`config.mk`:
```
export PLATFORM = sky130hd
export DESIGN_NAME = branch_predictor
export DESIGN_NICKNAME = d
export VERILOG_FILES = /design/src/rtl/branch_pkg.sv /design/src/rtl/branch_cond.sv /design/src/rtl/branch_predictor.sv
export SDC_FILE = /design/constraint.sdc
export NUM_CORES = 2
export LEC_CHECK = 0
export BUFFER_PORTS_ARGS = -buffer_cell sky130_fd_sc_hd__clkbuf_2
export CORE_AREA = 2 2 333 335
export DETAILED_ROUTE_END_ITERATION = 16
export DIE_AREA = 0 0 335 337
export GPL_ROUTABILITY_DRIVEN = 0
export PLACE_DENSITY_LB_ADDON = 0.3
export SETUP_SLACK_MARGIN = 0.4
export SKIP_CTS_REPAIR_TIMING = 1
export SYNTH_ARGS = -nofsm -noshare
export SYNTH_HDL_FRONTEND = slang
export SYNTH_SLANG_ARGS = --single-unit
```
`constraint.sdc`:
```
create_clock -name clk -period 6.87 [get_ports clk]
set_input_delay 1.374 -clock clk [delete_from_list [all_inputs] [get_ports clk]]
set_output_delay 1.374 -clock clk [all_outputs]
set_load 0.01 [all_outputs]
```
`src/rtl/branch_pkg.sv`:
```
// Shared encodings for the branch predictor: condition selects and
// 2-bit saturating counter states with their step helpers.
package branch_pkg;

   // ex_op condition selects
   localparam logic [2:0] OP_EQ   = 3'b000;  // a == b
   localparam logic [2:0] OP_LTZ  = 3'b001;  // a <  0
   localparam logic [2:0] OP_NE   = 3'b010;  // a != b
   localparam logic [2:0] OP_LEZ  = 3'b011;  // a <= 0
   localparam logic [2:0] OP_GTZ  = 3'b100;  // a >  0
   localparam logic [2:0] OP_GEZ  = 3'b101;  // a >= 0
   localparam logic [2:0] OP_LT   = 3'b110;  // signed a < b
   localparam logic [2:0] OP_LTU  = 3'b111;  // unsigned a < b

   // 2-bit saturating counter; MSB is the taken prediction
   typedef enum logic [1:0] {
      CTR_SNT = 2'b00,
      CTR_WNT = 2'b01,
      CTR_WT  = 2'b10,
      CTR_ST  = 2'b11
   } ctr_t;

   function automatic ctr_t ctr_inc(input ctr_t c);
      ctr_t r;
      if (c == CTR_ST) r = CTR_ST;
      else             r = ctr_t'(c + 2'b01);
      return r;
   endfunction

   function automatic ctr_t ctr_dec(input ctr_t c);
      ctr_t r;
      if (c == CTR_SNT) r = CTR_SNT;
      else              r = ctr_t'(c - 2'b01);
      return r;
   endfunction

endpackage

```
`src/rtl/branch_cond.sv`:
```
// Combinational branch condition evaluator; sign tests use the operand MSB.
module branch_cond
   import branch_pkg::*;
#(
   parameter int XLEN = 32
) (
   input  logic [2:0]      op,
   input  logic [XLEN-1:0] a,
   input  logic [XLEN-1:0] b,
   output logic            cond
);

   logic signed [XLEN-1:0] a_s;
   logic signed [XLEN-1:0] b_s;
   logic                   a_neg;
   logic                   a_zero;

   assign a_s    = a;
   assign b_s    = b;
   assign a_neg  = a[XLEN-1];
   assign a_zero = (a == '0);

   // Select the comparison named by op
   always_comb begin
      cond = 1'b0;
      unique case (op)
         OP_EQ:   cond = (a == b);
         OP_LTZ:  cond = a_neg;
         OP_NE:   cond = (a != b);
         OP_LEZ:  cond = a_neg | a_zero;
         OP_GTZ:  cond = ~a_neg & ~a_zero;
         OP_GEZ:  cond = ~a_neg;
         OP_LT:   cond = (a_s < b_s);
         OP_LTU:  cond = (a < b);
         default: cond = 1'b0;
      endcase
   end

endmodule

```
`src/rtl/branch_predictor.sv`:
```
// Direct-mapped branch target buffer with 2-bit counters, resolved in EX.
// Lookup is combinational from the table; updates land at the clock edge,
// so a same-cycle lookup of the updated index sees the old entry.
module branch_predictor
   import branch_pkg::*;
#(
   parameter int XLEN    = 32,
   parameter int ENTRIES = 16
) (
   input  logic            clk,
   input  logic            rst_n,
   input  logic [XLEN-1:0] if_pc,
   output logic            pred_taken,
   output logic [XLEN-1:0] pred_target,
   input  logic            ex_valid,
   input  logic            ex_branch,
   input  logic [2:0]      ex_op,
   input  logic [XLEN-1:0] ex_a,
   input  logic [XLEN-1:0] ex_b,
   input  logic [XLEN-1:0] ex_pc,
   input  logic [XLEN-1:0] ex_target,
   input  logic            ex_pred_taken,
   input  logic [XLEN-1:0] ex_pred_target,
   output logic            flush,
   output logic [XLEN-1:0] redirect_pc,
   output logic [31:0]     stat_branches,
   output logic [31:0]     stat_mispredicts
);

   localparam int IDX   = $clog2(ENTRIES);
   localparam int TAG_W = XLEN - IDX - 2;
   localparam logic [XLEN-1:0] PC_STEP = XLEN'(4);

   // Table storage: control bits are reset, tag/target are data only
   logic             valid_q [ENTRIES];
   ctr_t             ctr_q   [ENTRIES];
   logic [TAG_W-1:0] tag_q   [ENTRIES];
   logic [XLEN-1:0]  tgt_q   [ENTRIES];

   logic [IDX-1:0]   if_idx;
   logic [TAG_W-1:0] if_tag;
   logic             if_hit;

   logic [IDX-1:0]   ex_idx;
   logic [TAG_W-1:0] ex_tag;
   logic             ex_hit;

   logic             cond;
   logic             resolve;
   logic             taken;
   logic             mispredict;

   branch_cond #(.XLEN(XLEN)) u_cond (
      .op   (ex_op),
      .a    (ex_a),
      .b    (ex_b),
      .cond (cond)
   );

   assign if_idx = if_pc[IDX+1:2];
   assign if_tag = if_pc[XLEN-1:IDX+2];
   assign ex_idx = ex_pc[IDX+1:2];
   assign ex_tag = ex_pc[XLEN-1:IDX+2];

   assign resolve    = ex_valid & ex_branch;
   assign taken      = resolve & cond;
   assign mispredict = resolve & ((taken != ex_pred_taken) |
                                  (taken & (ex_pred_target != ex_target)));

   // Fetch-side lookup against the current table contents
   always_comb begin
      if_hit      = valid_q[if_idx] && (tag_q[if_idx] == if_tag);
      pred_taken  = 1'b0;
      pred_target = if_pc + PC_STEP;
      if (if_hit) begin
         pred_taken  = ctr_q[if_idx][1];
         pred_target = tgt_q[if_idx];
      end
   end

   assign ex_hit = valid_q[ex_idx] && (tag_q[ex_idx] == ex_tag);

   // Valid bits and counters: train on hit, allocate on taken miss
   always_ff @(posedge clk) begin
      if (!rst_n) begin
         for (int i = 0; i < ENTRIES; i++) begin
            valid_q[i] <= 1'b0;
            ctr_q[i]   <= CTR_WNT;
         end
      end else if (resolve) begin
         if (ex_hit) begin
            ctr_q[ex_idx] <= taken ? ctr_inc(ctr_q[ex_idx]) : ctr_dec(ctr_q[ex_idx]);
         end else if (taken) begin
            valid_q[ex_idx] <= 1'b1;
            ctr_q[ex_idx]   <= CTR_WT;
         end
      end
   end

   // Tag and target payload, written whenever a taken branch resolves
   always_ff @(posedge clk) begin
      if (rst_n && taken) begin
         tag_q[ex_idx] <= ex_tag;
         tgt_q[ex_idx] <= ex_target;
      end
   end

   // Mispredict recovery: one-cycle flush pulse and held redirect address
   always_ff @(posedge clk) begin
      if (!rst_n) begin
         flush       <= 1'b0;
         redirect_pc <= '0;
      end else begin
         flush <= mispredict;
         if (mispredict) begin
            redirect_pc <= taken ? ex_target : ex_pc + PC_STEP;
         end
      end
   end

   // Event counters, wrapping naturally at 2^32
   always_ff @(posedge clk) begin
      if (!rst_n) begin
         stat_branches    <= '0;
         stat_mispredicts <= '0;
      end else begin
         if (resolve)    stat_branches    <= stat_branches + 32'd1;
         if (mispredict) stat_mispredicts <= stat_mispredicts + 32'd1;
      end
   end

endmodule

```
== Yosys cells after proc, flatten, opt, wreduce, memory -nomap -nowiden ==
Memories as Yosys holds them, arrays and structs flattened.
Index checks and enable logic that the tools add are counted.
Word-level totals
  register bits: 97
  RAM bits: 976
  input port bits: 200
  output and inout bits: 130
  memories: 4
Cells by class
  add/sub/neg operators: 6
  magnitude comparators: 2
  eq/ne operators: 14
  muxes and demuxes: 32
  bitwise logic cells: 10
  reduce and logical (&&, ||, !) cells: 8
Memory list
  tgt_q: depth 16, bits a word 32, read ports 1, clocked after Yosys merged registers in 0, write ports 1, line branch_predictor.sv:38  | logic [XLEN-1:0] tgt_q [ENTRIES];
  tag_q: depth 16, bits a word 26, read ports 2, clocked after Yosys merged registers in 0, write ports 1, line branch_predictor.sv:37  | logic [TAG_W-1:0] tag_q [ENTRIES];
  ctr_q: depth 16, bits a word 2, read ports 2, clocked after Yosys merged registers in 0, write ports 16, line branch_predictor.sv:36  | ctr_t ctr_q [ENTRIES];
  valid_q: depth 16, bits a word 1, read ports 2, clocked after Yosys merged registers in 0, write ports 16, line branch_predictor.sv:35  | logic valid_q [ENTRIES];
Operators with widths (count)
  $add 32x1->32 const B: 2
  $add 32x3->32 const B: 2
  $lt 32x32->1: 2
  $mux 32: 2
  $ne 32x32->1: 2
  $eq 26x26->1: 2
  $eq 32x32->1: 1
  $logic_not 32->1: 1
  $mux 2: 11
  $mux 1: 16
  $eq 3x3->1 const B: 4
  $mux 4: 2
  $pmux 1 s8: 1
  $eq 3x2->1 const B: 2
  $and 1x1->1: 5
  $eq 3x1->1 const B: 1
  $logic_and 1x1->1: 3
  $logic_not 3->1: 1
  $or 1x1->1: 3
  $add 2x1->2 const B: 1
  $eq 2x2->1 const B: 1
  $logic_not 2->1: 1
  $not 1->1: 2
  $reduce_or 2->1: 1
  other kinds (3): 3

== Depth between registers and ports, before layout ==
  depth in word-level cells: 13
  mapped depth: 15
  mapped depth without buffers: 11

== Modules after synthesis ==
From an unflattened synthesis, not the netlist that was laid out.
Unflattened totals
  cell total of the unflattened synthesis: 2923
  area, all modules: 48706.7 um^2
By module, submodules not included
  branch_predictor: times used 1, cells each 2789, area each 47738.3 um^2, seq. area each 31089.8 um^2
  branch_cond: times used 1, cells each 134, area each 968.4 um^2, seq. area each 0.0 um^2

== Least setup slack after synthesis ==
OpenSTA, ideal clock, no wires.
  path type: input -> register
  from: input port ex_b[31]
  to: memory tag_q[11][0] in the netlist's numbering (enable)
  arrival: 5975 ps
  data required time: 6396 ps
  slack: 421 ps
  stages: 10
  path buffers: 1
  cell sequence: inv_1 -> ha_1 -> nand4_1 -> or4_1 -> o41ai_1 -> o311a_1 -> a32o_1 -> o21ai_1 -> clkbuf_1 -> nor2_1
Between the ends
  cells in the longest elaborated chain, start to end: 6
RTL lines
  start, declared: line branch_predictor.sv:19  | input logic [XLEN-1:0] ex_b,
  $lt 32x32->1 (tied with other cells): line branch_cond.sv:34  | OP_LTU: cond = (a < b);
  $pmux 1 s8 (*): line branch_cond.sv:26  | unique case (op)
  $and 1x1->1 (*): line branch_predictor.sv:66  | assign taken = resolve & cond;
  $logic_and 1x1->1 (*): line branch_predictor.sv:102  | if (rst_n && taken) begin
  $mux 1 (*): line branch_predictor.sv:102
  $mux 1 (not written as such) (*): line branch_predictor.sv:103  | tag_q[ex_idx] <= ex_tag;
  end, declared: line branch_predictor.sv:37
Every way passes the cells marked *; elsewhere a longest branch is shown, timed or not.

== Final worst setup path ==
  from: input port if_pc[3]
  to: output port pred_target[23]
Between the ends
  cells in the longest elaborated chain, start to end: 4
RTL lines
  start, declared: line branch_predictor.sv:12  | input logic [XLEN-1:0] if_pc,
  $mem_v2 16x26
  $eq 26x26->1: line branch_predictor.sv:72  | if_hit = valid_q[if_idx] && (tag_q[if_idx] == if_tag);
  $logic_and 1x1->1: line branch_predictor.sv:72
  $mux 32 (*): line branch_predictor.sv:75  | if (if_hit) begin
  end, declared: line branch_predictor.sv:14  | output logic [XLEN-1:0] pred_target,
Marks and branches as above.

==> flow_summary.json <==
{
  "postSynthCellCount": 2898,
  "crit_slowest_cell": "mux4_2",
  "path_max_fanout": 35,
  "worstPathRequired_ns": 5.50,
  "clkLatencyLatePin_ns": 0.73,
  "avgSynthCellArea_sq_um": 16.9,
  "p_sw_mw": 3.44,
  "grt_pass1_vias": 29600,
  "setup_violations": 0,
  "ys_seq_area_share_pct": 63.5,
  "die_x_um": 335,
  "grt_usage_pct": 27.1,
  "cp-start-kind": "input port",
  "hold_viol_final": 0,
  "synth_fp_nets": 3137,
  "crit_start": "if_pc[3]",
  "initial_utilization_pct": 44.7,
  "htreeDepth": 3,
  "slowest_delay_ns": 0.51,
  "p_per_area_nw_per_um2": 257,
  "p_sw_share_pct": 23.7,
  "synthesis.area_sq_um": 49000,
  "fp-row-count": 122,
  "max_slew.worst_pin.slew_ns": 1.07,
  "drv_slew": 0,
  "cts_root_buffer": "clkbuf_16",
  "cp-end-kind": "output pin",
  "power.total_mw": 14.6,
  "nets": 3527,
  "rrSetupSlack_ns": 2.89,
  "cts_tree": "built",
  "port_buffers": 329,
  "r2r_start": "tag_q[3][15]",
  "die_h_um": 337,
  "synth_seq_cells": 1073,
  "ys_warn_count": 0,
  "peakVddDrop_mv": 0.206,
  "antenna_left": 0,
  "dieArea_sq_um": 113000,
  "drv_cap": 0,
  "grt_max_degree": 100,
  "ys_types": 73,
  "clockBufferDepth": 3,
  "cp.arrival_ns": 5.00,
  "finalWorstPathRequiredPeriod_ns": 6.37,
  "grt_pass1_wl_um": 217000,
  "pwr-share-comb_pct": 8.8,
  "antenna_found_initial": 10,
  "fillCellCount": 8932,
  "power.clock.fraction_pct": 41.8,
  "num_vias": 30700,
  "ys.flop_type": "edfxtp_1",
  "core_sq_um": 110000,
  "fin_worst_skew_ns": 0.0532,
  "internal-power_mw": 11.1,
  "criticalPathCategory": "in2out",
  "dp_hpwl_um": 98900,
  "status": "complete, no violations",
  "grt_overflow": 0,
  "clock-sinks": 1073,
  "hp-class": "reg2reg",
  "dr.pass1.iters": 8,
  "crit_path_cell_trace": "buf_12 -> buf_12 -> buf_4 -> mux4_2 -> mux4_2 -> xnor2_2 -> nand2_1 -> nor3_1 -> nand4_1 -> nor4_4 -> buf_4 -> clkbuf_16 -> mux2_1 -> clkbuf_2",
  "dr.first_iter.drc_count": 4316,
  "numCtsBuffers": 113,
  "fmax_mhz": 157,
  "p_seq_share_pct": 49.4,
  "drc": 0,
  "vias_per_cell": 6.38,
  "clkTransAtPathRegs_ns": 0.05,
  "synth_edf_count": 960,
  "syn_to_final_growth_pct": 15.4,
  "r2r_cells": 10,
  "p_leak_nw": 18.9,
  "tns_ns": 0,
  "drive_above_1_share_pct": 30.8,
  "wire_per_inst_um": 32.0,
  "synth_async_sr_flop_share_pct": 0,
  "rsz0062_at_grt": "no",
  "wl_um": 154000,
  "timing.rr.end": "ctr_q[15][0]",
  "maxSlewHeadroom_pct": 28.4,
  "pin_count": 330,
  "endpoint": "pred_target[23]",
  "fin_crit_sh_pct": 92.7
}
[power by group through the flow]
stage	clock, mW	sequential (mW)	combinational [mW]
after floorplan	0	7.32	0.699
after detailed placement	0	7.32	1.26
final	6.08	7.19	1.29
after global placement	0	7.32	1.25
after CTS	6.15	7.18	1.27
after global routing	6.38	7.19	1.35
[metrics by stage]
stage / hold WS [ns] / instances / setup WS [ns] / instance area, sq um / util, %
after CTS: 0.451 / 4804 / 0.381 / 56400 / 51.5
final: 0.449 / 4815 / 0.501 / 56500 / 51.6
after floorplan: 0.436 / 2898 / 0.421 / 49000 / -
after global placement: 0.439 / 4595 / 0.436 / 52700 / 48.1
after global routing: 0.471 / 4812 / 0.370 / 56500 / 51.6
after detailed placement: 0.443 / 4595 / 0.412 / 52700 / 48.1
[layout by cell type, fill, tap and decap left out, types with 9 or more instances in the layout]
master     instances
nor3b_1           19
mux2i_1           80
nor4_1            20
o22ai_1           14
nand2_1          162
buf_4            109
mux2_2            10
edfxtp_1         960
bufinv_16          9
mux2_1            28
or3_1             22
nor2_4            17
or4_1             14
nand4_1           66
xnor2_1          103
o31ai_1           14
clkinv_1          23
and2_1            11
dfxtp_1          113
o211ai_1          27
xor2_1            54
and3_1            26
clkbuf_1          28
a211oi_1           9
nand3_1           51
inv_1             70
clkbuf_16        116
a22oi_1           22
clkbuf_2         323
nor3_1            24
o21ai_0           61
clkinv_2          22
mux4_2           388
a21oi_1          110
o2bb2ai_1          9
buf_12             9
ha_1              39
nor2_1            78
[cell families (layout without fill, tap and decap cells)]
family | after synthesis | in the layout | synth area share [%]
flops | 1073 | 1073 | 63.5
simple gates | 543 | 543 | 5.63
mux | 507 | 507 | 20.4
compound gates | 330 | 330 | 4.35
buf+inv | 248 | 732 | 2.35
xor+xnor | 158 | 158 | 2.83
fa+ha+maj | 39 | 39 | 0.996
other cells | 0 | 7 | 0
[worst max-delay path, delay by kind of cell]
family / cells / cell delay [ns]
buffers and inverters: 6 / 1.21
multiplexers: 3 / 1.18
AND/OR/NAND/NOR: 4 / 0.91
XOR/XNOR: 1 / 0.20
[cells in the mapped netlist (9+ instances only)]
library cell / n / share of area [%]
and3_1: 26 / 0.33
buf_4: 10 / 0.15
mux2i_1: 80 / 1.6
edfxtp_1: 960 / 59
xor2_1: 54 / 0.97
mux2_2: 10 / 0.23
mux4_2: 388 / 18
buf_1: 20 / 0.15
buf_2: 37 / 0.38
nand4_1: 66 / 0.84
dfxtp_1: 113 / 4.6
nor4_1: 20 / 0.26
mux2_1: 28 / 0.64
a211oi_1: 9 / 0.14
o2bb2ai_1: 9 / 0.16
o21ai_0: 61 / 0.62
or3_1: 22 / 0.28
o211ai_1: 27 / 0.41
nand3_1: 51 / 0.52
and2_1: 11 / 0.14
o22ai_1: 14 / 0.18
buf_6: 18 / 0.41
nor3b_1: 19 / 0.29
nor2_1: 95 / 0.73
xnor2_1: 104 / 1.9
clkbuf_1: 89 / 0.68
a21oi_1: 110 / 1.1
nand2_1: 162 / 1.2
nor3_1: 24 / 0.25
inv_1: 70 / 0.54
a22oi_1: 22 / 0.34
o31ai_1: 14 / 0.21
ha_1: 39 / 1.0
or4_1: 14 / 0.21
[sequential cells by signal, indices dropped and copies added, names as in the netlist]
name,cells
ctr_q,32
stat_branches,32
redirect_pc,32
valid_q,16
tgt_q,512
tag_q,416
stat_mispredicts,32
flush,1
[worst min path at each step]
| stage | start | end | cells after the start |
|---|---|---|---|
| after floorplan | valid_q[10] | valid_q[10] | 2 |
| after global placement | redirect_pc[10] | redirect_pc[10] | 2 |
| after detailed placement | redirect_pc[10] | redirect_pc[10] | 2 |
| after CTS | redirect_pc[25] | redirect_pc[25] | 2 |
| after global routing | redirect_pc[25] | redirect_pc[25] | 2 |
| final | redirect_pc[25] | redirect_pc[25] | 2 |
[per-layer routing]
layer / vias to the layer above / global-route usage, % / share of wire (%)
li1: 12600 / - / -
met4: 6 / 10.7 / 4.5
met3: 342 / 7.70 / 12
met1: 15900 / 36.7 / 38
met2: 1908 / 41.5 / 46
met5: - / 0 / 0.024
[cell type report]
| type | instances | area, sq um | area share (%) |
|---|---|---|---|
| multi-input combinational | 1577 | 16900 | 29.9 |
| antenna | 7 | 17.5 | 0.0310 |
| inverter | 74 | 279 | 0.494 |
| sequential | 1073 | 31100 | 55.0 |
| clock buffer | 147 | 3020 | 5.34 |
| tap | 1426 | 1780 | 3.16 |
| timing repair buffer | 449 | 2750 | 4.87 |
| clock inverter | 62 | 692 | 1.22 |
No activity file was read; power rests on OpenSTA's default activity.
